## config.mk

```make
export PLATFORM = sky130hd
export DESIGN_NAME = line_buffer_ctrl_flat
export DESIGN_NICKNAME = d
export VERILOG_FILES = /design/src/rtl/line_buffer_ctrl_pkg.sv /design/src/rtl/line_buffer_ctrl_if.sv /design/src/rtl/line_buffer_ctrl_ring_idx_counter.sv /design/src/rtl/line_buffer_ctrl.sv /design/src/flat_wrapper.sv
export SDC_FILE = /design/constraint.sdc
export NUM_CORES = 1
export LEC_CHECK = 0
export CAP_MARGIN = 0
export CORE_MARGIN = 4
export CORE_UTILIZATION = 40
export CTS_CLUSTER_SIZE = 10
export DETAILED_ROUTE_END_ITERATION = 12
export MAX_ROUTING_LAYER = met4
export SLEW_MARGIN = 0
export SYNTH_ARGS = -nofsm -noshare
export SYNTH_HDL_FRONTEND = slang
export SYNTH_HIERARCHICAL = 1
export SYNTH_SLANG_ARGS = --single-unit
```

## constraint.sdc

```tcl
create_clock -name i_clk -period 5.05 [get_ports i_clk]
set_clock_uncertainty 0.1 [all_clocks]
set_input_delay 1.01 -clock i_clk [delete_from_list [all_inputs] [get_ports i_clk]]
set_output_delay 1.01 -clock i_clk [all_outputs]
set_load 0.02 [all_outputs]
```

## src/rtl/line_buffer_ctrl_pkg.sv

```systemverilog
// Shared types and helpers for the line-buffer ring controller.
// Holds the default geometry, the read FSM state type and the ring index wrap.
package line_buffer_ctrl_pkg;

  localparam int LINE_WIDTH_DEF = 512;
  localparam int WIN_DEF        = 6;

  typedef enum logic {
    RD_IDLE = 1'b0,
    RD_READ = 1'b1
  } rd_state_t;

  // Next index around a ring of n entries.
  function automatic int wrap_inc(input int idx, input int n);
    return (idx + 1 >= n) ? 0 : idx + 1;
  endfunction

endpackage

```

## src/rtl/line_buffer_ctrl_if.sv

```systemverilog
// Pixel-in / window-out signal bundle of the line-buffer ring controller.
// Member names match the controller's port list, so i_/o_ are from the controller's view.
interface line_buffer_ctrl_if #(
  parameter int NUM_BUF = 7,
  parameter int IDX_W   = 3,
  parameter int COL_W   = 9
);
  import line_buffer_ctrl_pkg::*;

  // Handshakes: a pixel moves when i_pixel_valid & o_pixel_ready are both high on a
  // rising edge; a window strobe fires when the read FSM is reading and i_out_ready is high.
  logic               i_pixel_valid;
  logic               o_pixel_ready;
  logic [NUM_BUF-1:0] o_wr_valid;
  logic               i_out_ready;
  logic [NUM_BUF-1:0] o_rd_en;
  logic [IDX_W-1:0]   o_rd_base;
  logic               o_win_valid;
  logic [COL_W-1:0]   o_col;
  logic               o_line_done;

  modport master (
    output i_pixel_valid,
    output i_out_ready,
    input  o_pixel_ready,
    input  o_wr_valid,
    input  o_rd_en,
    input  o_rd_base,
    input  o_win_valid,
    input  o_col,
    input  o_line_done
  );

  modport slave (
    input  i_pixel_valid,
    input  i_out_ready,
    output o_pixel_ready,
    output o_wr_valid,
    output o_rd_en,
    output o_rd_base,
    output o_win_valid,
    output o_col,
    output o_line_done
  );

endinterface

```

## src/rtl/line_buffer_ctrl_ring_idx_counter.sv

```systemverilog
// Mod-N ring index register with enable; used for the write buffer index and the
// oldest-row read base.
module ring_idx_counter
  import line_buffer_ctrl_pkg::*;
#(
  parameter int N = 7,
  parameter int W = 3
) (
  input  logic         i_clk,
  input  logic         i_rst_n,
  input  logic         i_en,
  output logic [W-1:0] o_idx
);

  logic [W-1:0] r_idx;

  always_ff @(posedge i_clk) begin
    if (!i_rst_n) begin
      r_idx <= '0;
    end else if (i_en) begin
      r_idx <= W'(wrap_inc(32'(r_idx), N));
    end
  end

  assign o_idx = r_idx;

endmodule

```

## src/rtl/line_buffer_ctrl.sv

```systemverilog
// Sequencing controller for a ring of NUM_BUF line buffers feeding a WIN x WIN window
// stage: steers writes, counts held lines, strobes the WIN read buffers together.
module line_buffer_ctrl
  import line_buffer_ctrl_pkg::*;
#(
  parameter int LINE_WIDTH = LINE_WIDTH_DEF,
  parameter int WIN        = WIN_DEF,
  parameter int NUM_BUF    = 7,
  parameter int IDX_W      = 3
) (
  input  logic                i_clk,
  input  logic                i_rst_n,
  line_buffer_ctrl_if.slave   bus,
  output rd_state_t           o_dbg_state,
  output logic [IDX_W:0]      o_dbg_lines_held
);

  localparam int COL_W = $clog2(LINE_WIDTH);
  localparam int CNT_W = IDX_W + 1;

  localparam logic [COL_W-1:0] COL_LAST      = COL_W'(LINE_WIDTH - 1);
  localparam logic [COL_W-1:0] COL_VALID_MAX = COL_W'(LINE_WIDTH - WIN);
  localparam logic [CNT_W-1:0] HELD_FULL     = CNT_W'(NUM_BUF);
  localparam logic [CNT_W-1:0] HELD_WIN      = CNT_W'(WIN);

  logic [COL_W-1:0]   r_wr_col;
  logic [COL_W-1:0]   r_rd_col;
  logic [CNT_W-1:0]   r_lines_held;
  rd_state_t          r_state;

  logic [CNT_W-1:0]   w_held_next;
  logic [IDX_W-1:0]   w_wr_idx;
  logic [IDX_W-1:0]   w_rd_base;
  logic               w_accept;
  logic               w_strobe;
  logic               w_wr_line_end;
  logic               w_rd_line_end;
  logic [NUM_BUF-1:0] w_rd_mask;

  // Ready is gated by reset so upstream sees 0 while reset is held, 1 on the first free cycle.
  assign bus.o_pixel_ready = i_rst_n & (r_lines_held < HELD_FULL);
  assign w_accept          = bus.i_pixel_valid & bus.o_pixel_ready;
  assign w_strobe          = i_rst_n & (r_state == RD_READ) & bus.i_out_ready;
  assign w_wr_line_end     = w_accept & (r_wr_col == COL_LAST);
  assign w_rd_line_end     = w_strobe & (r_rd_col == COL_LAST);

  always_comb begin
    w_held_next = r_lines_held;
    if (w_wr_line_end && !w_rd_line_end) begin
      w_held_next = r_lines_held + CNT_W'(1);
    end else if (w_rd_line_end && !w_wr_line_end) begin
      w_held_next = r_lines_held - CNT_W'(1);
    end
  end

  // Read set is the WIN buffers starting at the oldest row, wrapping around the ring.
  always_comb begin
    w_rd_mask = '0;
    for (int k = 0; k < NUM_BUF; k++) begin
      if (((k + NUM_BUF - int'(w_rd_base)) % NUM_BUF) < WIN) begin
        w_rd_mask[k] = 1'b1;
      end
    end
  end

  always_ff @(posedge i_clk) begin
    if (!i_rst_n) begin
      r_wr_col     <= '0;
      r_rd_col     <= '0;
      r_lines_held <= '0;
      r_state      <= RD_IDLE;
    end else begin
      if (w_accept) begin
        r_wr_col <= w_wr_line_end ? '0 : r_wr_col + 1'b1;
      end
      if (w_strobe) begin
        r_rd_col <= w_rd_line_end ? '0 : r_rd_col + 1'b1;
      end
      r_lines_held <= w_held_next;
      // Decisions use the post-update count so a new line starts with no bubble cycle.
      case (r_state)
        RD_IDLE: if (w_held_next >= HELD_WIN) r_state <= RD_READ;
        RD_READ: if (w_rd_line_end && (w_held_next < HELD_WIN)) r_state <= RD_IDLE;
        default: r_state <= RD_IDLE;
      endcase
    end
  end

  ring_idx_counter #(
    .N (NUM_BUF),
    .W (IDX_W)
  ) u_wr_idx (
    .i_clk   (i_clk),
    .i_rst_n (i_rst_n),
    .i_en    (w_wr_line_end),
    .o_idx   (w_wr_idx)
  );

  ring_idx_counter #(
    .N (NUM_BUF),
    .W (IDX_W)
  ) u_rd_base (
    .i_clk   (i_clk),
    .i_rst_n (i_rst_n),
    .i_en    (w_rd_line_end),
    .o_idx   (w_rd_base)
  );

  assign bus.o_wr_valid  = w_accept ? (NUM_BUF'(1) << w_wr_idx) : '0;
  assign bus.o_rd_en     = w_strobe ? w_rd_mask : '0;
  assign bus.o_rd_base   = i_rst_n ? w_rd_base : '0;
  assign bus.o_col       = i_rst_n ? r_rd_col : '0;
  assign bus.o_win_valid = w_strobe & (r_rd_col <= COL_VALID_MAX);
  assign bus.o_line_done = w_rd_line_end;

  assign o_dbg_state      = r_state;
  assign o_dbg_lines_held = r_lines_held;

  a_held_max: assert property (@(posedge i_clk) disable iff (!i_rst_n)
    r_lines_held <= HELD_FULL);

  a_no_underflow: assert property (@(posedge i_clk) disable iff (!i_rst_n)
    (w_rd_line_end && !w_wr_line_end) |-> (r_lines_held != '0));

  a_no_overflow: assert property (@(posedge i_clk) disable iff (!i_rst_n)
    (w_wr_line_end && !w_rd_line_end) |-> (r_lines_held < HELD_FULL));

endmodule

```

## src/flat_wrapper.sv

```systemverilog
// flat-port wrapper written by rule: the top's interface ports become plain ports
module line_buffer_ctrl_flat import line_buffer_ctrl_pkg::*;
#(
  parameter int LINE_WIDTH = LINE_WIDTH_DEF,
  parameter int WIN        = WIN_DEF,
  parameter int NUM_BUF    = 7,
  parameter int IDX_W      = 3
)
  (i_clk, i_rst_n, o_dbg_state, o_dbg_lines_held, bus_i_pixel_valid, bus_i_out_ready, bus_o_pixel_ready, bus_o_wr_valid, bus_o_rd_en, bus_o_rd_base, bus_o_win_valid, bus_o_col, bus_o_line_done);
  line_buffer_ctrl_if #(.NUM_BUF(NUM_BUF), .IDX_W(IDX_W), .COL_W((9))) bus_i ();
  input  logic i_clk;
  input  logic i_rst_n;
  output rd_state_t o_dbg_state;
  output logic [IDX_W:0] o_dbg_lines_held;
  input wire logic [$bits(bus_i.i_pixel_valid)-1:0] bus_i_pixel_valid;
  input wire logic [$bits(bus_i.i_out_ready)-1:0] bus_i_out_ready;
  output wire logic [$bits(bus_i.o_pixel_ready)-1:0] bus_o_pixel_ready;
  output wire logic [$bits(bus_i.o_wr_valid)-1:0] bus_o_wr_valid;
  output wire logic [$bits(bus_i.o_rd_en)-1:0] bus_o_rd_en;
  output wire logic [$bits(bus_i.o_rd_base)-1:0] bus_o_rd_base;
  output wire logic [$bits(bus_i.o_win_valid)-1:0] bus_o_win_valid;
  output wire logic [$bits(bus_i.o_col)-1:0] bus_o_col;
  output wire logic [$bits(bus_i.o_line_done)-1:0] bus_o_line_done;
  assign bus_i.i_pixel_valid = bus_i_pixel_valid;
  assign bus_i.i_out_ready = bus_i_out_ready;
  assign bus_o_pixel_ready = bus_i.o_pixel_ready;
  assign bus_o_wr_valid = bus_i.o_wr_valid;
  assign bus_o_rd_en = bus_i.o_rd_en;
  assign bus_o_rd_base = bus_i.o_rd_base;
  assign bus_o_win_valid = bus_i.o_win_valid;
  assign bus_o_col = bus_i.o_col;
  assign bus_o_line_done = bus_i.o_line_done;
  line_buffer_ctrl #(.LINE_WIDTH(LINE_WIDTH), .WIN(WIN), .NUM_BUF(NUM_BUF), .IDX_W(IDX_W)) u_core (.i_clk(i_clk), .i_rst_n(i_rst_n), .bus(bus_i), .o_dbg_state(o_dbg_state), .o_dbg_lines_held(o_dbg_lines_held));
endmodule
```

# Yosys cells after proc, flatten, opt, wreduce, memory -nomap -nowiden
# Cells that the tools add are included.
dict set report word_totals {
  register_bits 29
  inputBits 4
}
dict set report op_classes {
  add_sub_neg 13
  n_div 7
  n_lt_le_gt_ge 13
  n_eq_ne 2
  shift 1
  muxes 20
  n_bitwise 8
  n_reduce_logical 5
}
# operator n
set op_table {}
lappend op_table {{32-bit by 4-bit less-than comparator with 1-bit output (second input constant)} 7}
lappend op_table {{32-bit by 4-bit modulo with 32-bit output (second input constant)} 7}
lappend op_table {{4-bit by 3-bit subtractor with 5-bit output (first input constant)} 6}
lappend op_table {{9-bit 2-to-1 mux} 3}
lappend op_table {{9-bit by 1-bit adder with 9-bit output (second input constant)} 2}
lappend op_table {{9-bit equality test (second input constant)} 2}
lappend op_table {{7-bit 2-to-1 mux} 2}
lappend op_table {{4-bit by 3-bit greater-or-equal comparator with 1-bit output (second input constant)} 3}
lappend op_table {{9-bit <= comparator (second input constant)} 1}
lappend op_table {{1-bit 2-to-1 mux} 9}
lappend op_table {{3-bit 2-to-1 mux} 3}
lappend op_table {{3-bit by 1-bit adder with 4-bit output (second input constant)} 2}
lappend op_table {{4-bit by 3-bit less-than comparator with 1-bit output (second input constant)} 2}
lappend op_table {{4-bit 2-to-1 mux} 2}
lappend op_table {{1-bit bitwise AND} 7}
lappend op_table {{1-bit by 3-bit << shifter with 7-bit output (first input constant)} 1}
lappend op_table {{4-bit by 1-bit adder with 4-bit output (second input constant)} 1}
lappend op_table {{3-bit by 3-bit subtractor with 4-bit output (first input constant)} 1}
lappend op_table {{4-bit by 1-bit subtractor with 4-bit output (second input constant)} 1}
lappend op_table {{1-bit logical AND} 3}
lappend op_table {{1-bit logical NOT} 2}
lappend op_table {{1-bit one-hot mux with 2 select lines} 1}
lappend op_table {{1-bit NOT} 1}

# Depth between registers and ports, before layout
# Gate-level depths: netlist of run 1.
dict set report logic_depth {
  word_depth 12
  mapped_depth 14
  mapped_depth_nobuf 12
}

# By module
# Netlist of run 1, hierarchy kept.
# mod n_inst cells_each area_each_um2 seq_area_each_um2
set modules_own_cells {}
lappend modules_own_cells {line_buffer_ctrl 1 327 2437.3 460.4}
lappend modules_own_cells {ring_idx_counter 2 14 137.6 60.1}

# Worst setup path after synthesis of run 1
# OpenSTA, ideal clock, no wires.
dict set report synth_path {
  path_type {register to output}
  from {reg u_core.u_rd_base.r_idx[1], in the netlist u_core/u_rd_base/o_idx[1]}
  to {out bus_o_rd_en[3]}
  arrival_time_ns 3.730
  required_time_ns 3.940
  path_slack_ns 0.210
  stages_incl_launch_ff 12
  n_path_buf 2
  cell_sequence {dfxtp_1 inv_1 ha_1 buf_4 clkbuf_1 inv_1 ha_1 ha_1 or4_1 a21oi_1 a211oi_1 a2111oi_1}
}
dict set report synth_between {
  elab_chain_len 5
}
# element line_no
set synth_rtl {}
lappend synth_rtl {{from (decl)} line_buffer_ctrl_ring_idx_counter.sv:15} ;# logic [W-1:0] r_idx;
lappend synth_rtl {{from (signal assigned)} line_buffer_ctrl_ring_idx_counter.sv:21} ;# r_idx <= W'(wrap_inc(32'(r_idx), N));
lappend synth_rtl {{4-bit by 3-bit subtractor with 5-bit output} line_buffer_ctrl.sv:60} ;# if (((k + NUM_BUF - int'(w_rd_base)) % NUM_BUF) < WIN) begin
lappend synth_rtl {{32-bit by 4-bit modulo with 32-bit output} line_buffer_ctrl.sv:60}
lappend synth_rtl {{32-bit by 4-bit less-than comparator with 1-bit output} line_buffer_ctrl.sv:60}
lappend synth_rtl {{1-bit 2-to-1 mux} line_buffer_ctrl.sv:60}
lappend synth_rtl {{7-bit 2-to-1 mux} line_buffer_ctrl.sv:110} ;# assign bus.o_rd_en = w_strobe ? w_rd_mask : '0;
lappend synth_rtl {{to (decl)} flat_wrapper.sv:19} ;# output wire logic [$bits(bus_i.o_rd_en)-1:0] bus_o_rd_en;
# Every way passes these cells.

# Worst setup path in the final report of run 1
dict set report layout_path {
  from {reg u_core.u_rd_base.r_idx[0], in the netlist u_core/u_rd_base/o_idx[0]}
  to {out bus_o_rd_en[1]}
}
# The elaborated chain is that of the path after synthesis.

==> results of run 1 <==
## per-layer routing
layer | vias to the layer above | global-route usage | wire (um)
li1 | 1352 | - | -
met4 | 0 | 0.0293 | 31
met2 | 53 | 0.253 | 2860
met3 | 4 | 0.0400 | 275
met5 | - | - | 0
met1 | 1165 | 0.213 | 3290
## worst min-delay path by stage
stage | slack (ns) | depth (start not counted) | startpoint | endpoint
2_1_floorplan | 0.34 | 2 | u_core/r_wr_col[8] | u_core/r_wr_col[8]
3_3_place_gp | 0.35 | 2 | u_core/r_wr_col[8] | u_core/r_wr_col[8]
3_5_place_dp | 0.36 | 2 | u_core/r_wr_col[8] | u_core/r_wr_col[8]
4_1_cts | 0.37 | 2 | u_core/r_wr_col[8] | u_core/r_wr_col[8]
5_1_grt | 0.39 | 2 | u_core/r_wr_col[1] | u_core/r_wr_col[1]
6_report | 0.37 | 2 | u_core/r_wr_col[1] | u_core/r_wr_col[1]
## flip-flops by register name (all words and copies together), names as in the netlist
name,flops
u_core/o_dbg_state,1
u_core/u_rd_base/o_idx,3
u_core/r_rd_col,9
u_core/r_wr_col,9
u_core/u_wr_idx/o_idx,3
u_core/o_dbg_lines_held,4
## logic make-up after synthesis
kind of cell | Yosys count
fa+ha+maj | 33
flops | 29
mux | 7
simple gates | 144
buf+inv | 40
compound gates | 84
xor+xnor | 18
## critical path, delay by kind of cell, from the launching register on
family	cells	cell delay, ns
compound gates	3	0.51
fa+ha+maj	4	1.02
buf+inv	4	1.02
flops	1	0.48
mux	1	0.19
simple gates	1	0.08
## Yosys cell counts (all sizes together), types with 3 or more instances
master / number
buf: 7
nand2b: 7
and2: 17
clkbuf: 7
or3: 4
nor3: 8
inv: 25
nand2: 36
nand4: 6
o22ai: 5
o21ai: 17
dfxtp: 29
mux2i: 5
o311ai: 4
a211oi: 3
xor2: 9
a21boi: 5
nor2: 24
o31ai: 3
nor2b: 11
a31oi: 5
nand3: 8
nor4: 3
and3: 5
ha: 30
xnor2: 9
a21oi: 21
## area by class of cell
class	count	area, um2
clock buffer	7	86.3
fill	648	3160
inverter	26	97.6
multi-input combinational	286	1960
sequential	29	581
tap	77	96.3
timing repair buffer	50	473
## stage by stage
stage	util	total power (uW)	area, um2	hold WS (ns)	std cells
finish	0.511	438	3300	0.375	475
global route	0.511	455	3300	0.389	475
CTS	0.509	444	3290	0.372	475
detailed placement	0.496	253	3200	0.362	468
global placement	0.496	253	3200	0.346	468
floorplan	-	245	2710	0.341	355
## power by group
| group | total [uW] | switching (uW) | internal, uW |
|---|---|---|---|
| registers | 231 | 0.828 | 230 |
| logic | 17.1 | 10.4 | 6.70 |
| clock network | 190 | 82.5 | 108 |
| total | 438 | 93.7 | 344 |
==> qor.yml, run 1 <==
synth:
  synthCells: 355
  synth_nets: 390
  synth_top_family_by_area: "simple AND/OR/NAND/NOR gates"
  ys_seq_elements: 29
  yosys.area_share.simple: 0.280
  synthAdderAreaFrac: 0.153
  async_flop_share: 0
  synthFlopType: "dfxtp_1"
  yosysTopAreaCellShare: 0.214
  seq_area_frac_synth: 0.214
  ys_types: 64
  synth_area_per_cell_um2: 7.64
  synthMuxAreaShare: 0.0268
  synth.largest_area_cell: "dfxtp_1"
  netlist_area_mm2: 0.00271
  synth_compound_area_frac: 0.205
  yosysWarningCount: 6
  synthXorXnorAreaFrac: 0.0581
  synth.area.top_cells: "dfxtp_1, ha_1, nand2_1"
  synth_edf_count: 0
drt:
  ant_nets: 0
  via_per_inst: 5.42
  drtIter0Drc: 147
  first_pass_iters: 6
  wirelength_um: 6460
  wl_per_cell_um: 13.6
  num_vias: 2574
  drcViolationCount: 0
timing:
  timing.final.crit_share: 0.932
  setup_tns_ns: 0
  hold_violations: 0
  slew_violations: 0
  worst_slack_ns: 0.346
  relSlewSlack: 0.666
  period_minus_slack_ns: 4.70
  worstMarginPinSlew_ns: 0.499
  setup_viol: 0
  max_freq_ghz: 0.213
  rsz0062_at_grt: "false"
clocking:
  root_buffer: "clkbuf_8"
  clockBufferDepth: 2
  postCtsSetupRepairBufs: 0
  clkTransAtPathRegs_ns: 0.06
  clkLatencyLatePin_ns: 0.27
  clkSinkCount: 29
  htree_num_levels: 2
  cts_resized: 0
  numCtsBuffers: 5
  cts_tree: "done"
  cts_hold_buf: 0
grt:
  grt_max_degree: 21
  grt.overflow.total: 0
  grt_pass1_vias: 2353
  antenna_found_initial: 0
  track_usage: 0.161
  grt_pass1_wl_um: 11000
critical_path:
  slowest_stage: "clkdlybuf4s50_1"
  rr_worst_depth: 9
  critPathLaunchType: "register"
  worstReg2RegEnd: "u_core/o_dbg_state"
  crit_chain: "inv_1 -> ha_1 -> inv_1 -> ha_1 -> inv_1 -> ha_1 -> ha_2 -> nor2b_1 -> a221oi_2 -> mux2_2 -> o21ai_0 -> o31ai_1 -> clkdlybuf4s50_1"
  crit_path_end: "bus_o_rd_en[1]"
  worstSetupEndpointType: "output port"
  startpoint: "u_core/u_rd_base/o_idx[0]"
  setup.worst_path.class: "reg -> out"
  critPathMaxStageDelay_ns: 0.63
  cp_max_fo: 10
  r2r_slack_ns: 2.31
  timing.rr.start: "u_core/r_rd_col[3]"
  worstPathRequired_ns: 3.94
  cp.arrival_ns: 3.59
layout:
  layout_common_cells: "clkdlybuf4s50_1, nand2_1, ha_1, dfxtp_1, inv_1"
  nNetsFinal: 433
  drive_above_1_share: 0.0653
  diodes: 0
  area_delta_synth_final_pct: 21.6
die:
  dieArea_mm2: 0.00816
  die_width_um: 90.4
  pin_count: 38
  die_h_um: 90.4
  coreArea_mm2: 0.00646
  rows: 29
  initial_core_util: 0.420
place:
  hpwl_um: 4840
  pre_cts_slack_ns: 0.330
  portBuffers: 37
  place_congestion: 0.871
status:
  status: "finished clean"
run:
  maxCapViolCount: 0
power:
  peakVddDrop_mv: 0.127
  powerDensity_mw_per_mm2: 133
  leakage_uw: 0.00135
min_path:
  hold_class: "reg -> reg"
Note: power is estimated with default switching activity, not from simulation.
==> run 2: changes to the inputs <==
Settings changed: CTS_CLUSTER_DIAMETER set to 200.
==> results of run 2 <==
Same layout as run 1: the final DEF is identical, and so are final timing and power.
==> run 3: changes to the inputs <==
Settings changed: SYNTH_HIERARCHICAL 1 to unset.
==> qor.yml, run 3 <==
timing:
  hold_violations: 0  # unchanged
  setup_viol: 0  # unchanged
  period_minus_slack_ns: 4.76  # +0.0552 ns
  relSlewSlack: 0.655  # -0.0106
  worstMarginPinSlew_ns: 0.517  # +0.0184 ns
  timing.final.crit_share: 0.942  # +0.0109
  rsz0062_at_grt: "false"
  worst_slack_ns: 0.290  # -0.0552 ns
  max_freq_ghz: 0.210  # -1.2%
  slew_violations: 0  # unchanged
  setup_tns_ns: 0  # unchanged
die:
  pin_count: 38  # unchanged
  die_h_um: 90.2  # -0.19%
  die_width_um: 90.2  # -0.19%
  initial_core_util: 0.418  # -0.00174
  coreArea_mm2: 0.00646  # unchanged
  dieArea_mm2: 0.00813  # -0.38%
  rows: 29  # unchanged
grt:
  antenna_found_initial: 0  # unchanged
  grt_pass1_wl_um: 11600  # +5.6%
  grt_pass1_vias: 2553  # +8.5%
  grt_max_degree: 20  # -4.8%
  grt.overflow.total: 0  # unchanged
  track_usage: 0.171  # +0.00982
critical_path:
  worstSetupEndpointType: "output port"
  worstPathRequired_ns: 3.94  # about the same
  timing.rr.start: "u_core.r_rd_col[3]"
  cp.arrival_ns: 3.65  # +0.06 ns
  cp_max_fo: 13  # +3
  rr_worst_depth: 11  # +2
  critPathLaunchType: "register"
  worstReg2RegEnd: "u_core.o_dbg_state"
  setup.worst_path.class: "reg -> out"
  r2r_slack_ns: 2.58  # +0.27 ns
synth:
  synth.most_common_cell: "nor2_1"
  synth.top_cells.by_count: "nor2_1, nand2_1, ha_1"
  synth.largest_area_cell: "dfxtp_1"
  synthFlopType: "dfxtp_1"
  synth_nets: 387  # -0.77%
  ys_seq_elements: 29  # unchanged
  netlist_area_mm2: 0.00270  # -0.42%
  async_flop_share: 0  # unchanged
  synth.area.top_cells: "dfxtp_1, ha_1, nor2_1"
  synth_area_per_cell_um2: 7.72  # +1.0%
  synth_edf_count: 0  # unchanged
  seq_area_frac_synth: 0.215  # +0.000892
  yosysWarningCount: 0  # -6
  synthCells: 350  # -1.4%
  ys_types: 70  # +9.4%
  yosysTopAreaCellShare: 0.215  # +0.000892
run:
  maxCapViolCount: 0  # unchanged
drt:
  via_per_inst: 5.56  # +2.5%
  ant_nets: 0  # unchanged
  wirelength_um: 6610  # +2.3%
  wl_per_cell_um: 14.2  # +4.3%
  drtIter0Drc: 143  # -2.7%
  num_vias: 2589  # +0.58%
  first_pass_iters: 4  # -2
  drcViolationCount: 0  # unchanged
layout:
  nNetsFinal: 426  # -1.6%
  diodes: 0  # unchanged
  final_common_cell: "nor2_1"
  area_delta_synth_final_pct: 20.9
  drive_above_1_share: 0.0925  # +0.0272
  layout_common_cells: "nor2_1, clkdlybuf4s50_1, nand2_1"
  fin_util: 0.506  # -0.00484
power:
  powerDensity_mw_per_mm2: 134  # +1.2%
  swShare: 0.215  # +0.00113
  p_seq_frac: 0.525  # about the same
  p_comb_frac: 0.040  # about the same
  power_uw: 439  # +0.27%
  p_int_uw: 345  # +0.12%
  switching_power_uw: 94.5  # +0.80%
  leakage_uw: 0.00127  # -6.0%
  peakVddDrop_mv: 0.149  # +17%
  clockPowerShare: 0.434  # about the same
clocking:
  htree_num_levels: 2  # unchanged
  numCtsBuffers: 5  # unchanged
  clkTransAtPathRegs_ns: 0.06  # about the same
  clkSinkCount: 29  # unchanged
  root_buffer: "clkbuf_8"
  clkLatencyLatePin_ns: 0.28  # about the same
  cts_tree: "done"
  cts_hold_buf: 0  # unchanged
  clockBufferDepth: 2  # unchanged
min_path:
  holdPathStages: 2  # unchanged
  hold_class: "reg -> reg"
  hold_end: "u_core.u_wr_idx.o_idx[1]"
  hp-start: "u_core.u_wr_idx.o_idx[1]"
status:
  status: "finished clean"
place:
  hpwl_um: 5000  # +3.2%
  portBuffers: 37  # unchanged
  place_congestion: 0.861  # -1.2%
  pre_cts_slack_ns: 0.390  # +0.0597 ns
## run 3: cell count changes after synthesis, moves of 5 or more
cell,change
o21ai_0,-5
o211ai_1,+5
and3_1,+7
nor2_1,+15
and2_1,-7
nor2b_1,-6
## run 3: how the worst max path moves through the flow
stage	slack [ns]	end	startpoint
2_1_floorplan	1.11	bus_o_rd_en[5]	u_core.u_rd_base.o_idx[1]
3_3_place_gp	0.47	bus_o_rd_en[3]	u_core.u_rd_base.o_idx[1]
3_5_place_dp	0.39	bus_o_rd_en[3]	u_core.u_rd_base.o_idx[1]
4_1_cts	0.08	bus_o_rd_en[3]	u_core.u_rd_base.o_idx[1]
5_1_grt	0.01	bus_o_rd_en[3]	u_core.u_rd_base.o_idx[1]
6_report	0.29	bus_o_rd_en[3]	u_core.u_rd_base.o_idx[1]
## run 3: kinds of logic (layout without fill, tap and decap cells)
kind of cell	count (synthesis)	in the layout	share of synthesized area
DFF	29	29	0.215
and+or+nand+nor	142	142	0.273
muxes	4	4	0.0153
adders and majority gates	34	34	0.160
AOI/OAI and AO/OA	82	82	0.214
buffers and inverters	43	82	0.0685
xor gates and xnor gates	16	16	0.0547
## run 3: timing repair
action / 4_1_cts / 5_1_grt
setup buffers: 0 / 0
setup endpoints to repair: 0 / 2
gates resized for setup: 0 / 4
## run 3: routing by layer
metal / GRT usage / share of wire
met5: - / 0
met4: 0.0497 / 0.016
met3: 0.0317 / 0.036
met2: 0.281 / 0.47
met1: 0.215 / 0.48
## run 3: cell type report
class	count	area, um2
Fill cell	642	3190
Tap cell	77	96.3
Inverter	28	105
Clock buffer	7	86.3
Sequential cell	29	582
Multi-Input combinational cell	278	1950
Timing Repair Buffer	47	445
## run 3: stage by stage
stage / hold WS [ns] / cell area [um2] / instances
finish: 0.398 / 3270 / 466
CTS: 0.402 / 3250 / 466
detailed placement: 0.390 / 3160 / 459
global route: 0.458 / 3270 / 466
global placement: 0.377 / 3160 / 459
floorplan: 0.358 / 2700 / 350
## run 3: power groups by stage
| stage | Sequential (uW) | Clock [uW] | Combinational, uW |
|---|---|---|---|
| after floorplan | 236 | 0 | 10.6 |
| after global placement | 236 | 0 | 18.0 |
| after detailed placement | 236 | 0 | 18.1 |
| after CTS | 231 | 199 | 18.2 |
| after global routing | 231 | 207 | 19.9 |
| final | 231 | 191 | 17.8 |
## run 3: worst max-delay path, stage by stage, from the launching register on
cell             delay [ns]
dfxtp_2                0.47
inv_1                  0.09
ha_1                   0.38
inv_1                  0.22
ha_1                   0.18
ha_1                   0.33
inv_1                  0.14
a221oi_1               0.46
a221oi_1               0.16
nand2b_1               0.16
o211ai_1               0.15
clkdlybuf4s50_1        0.62
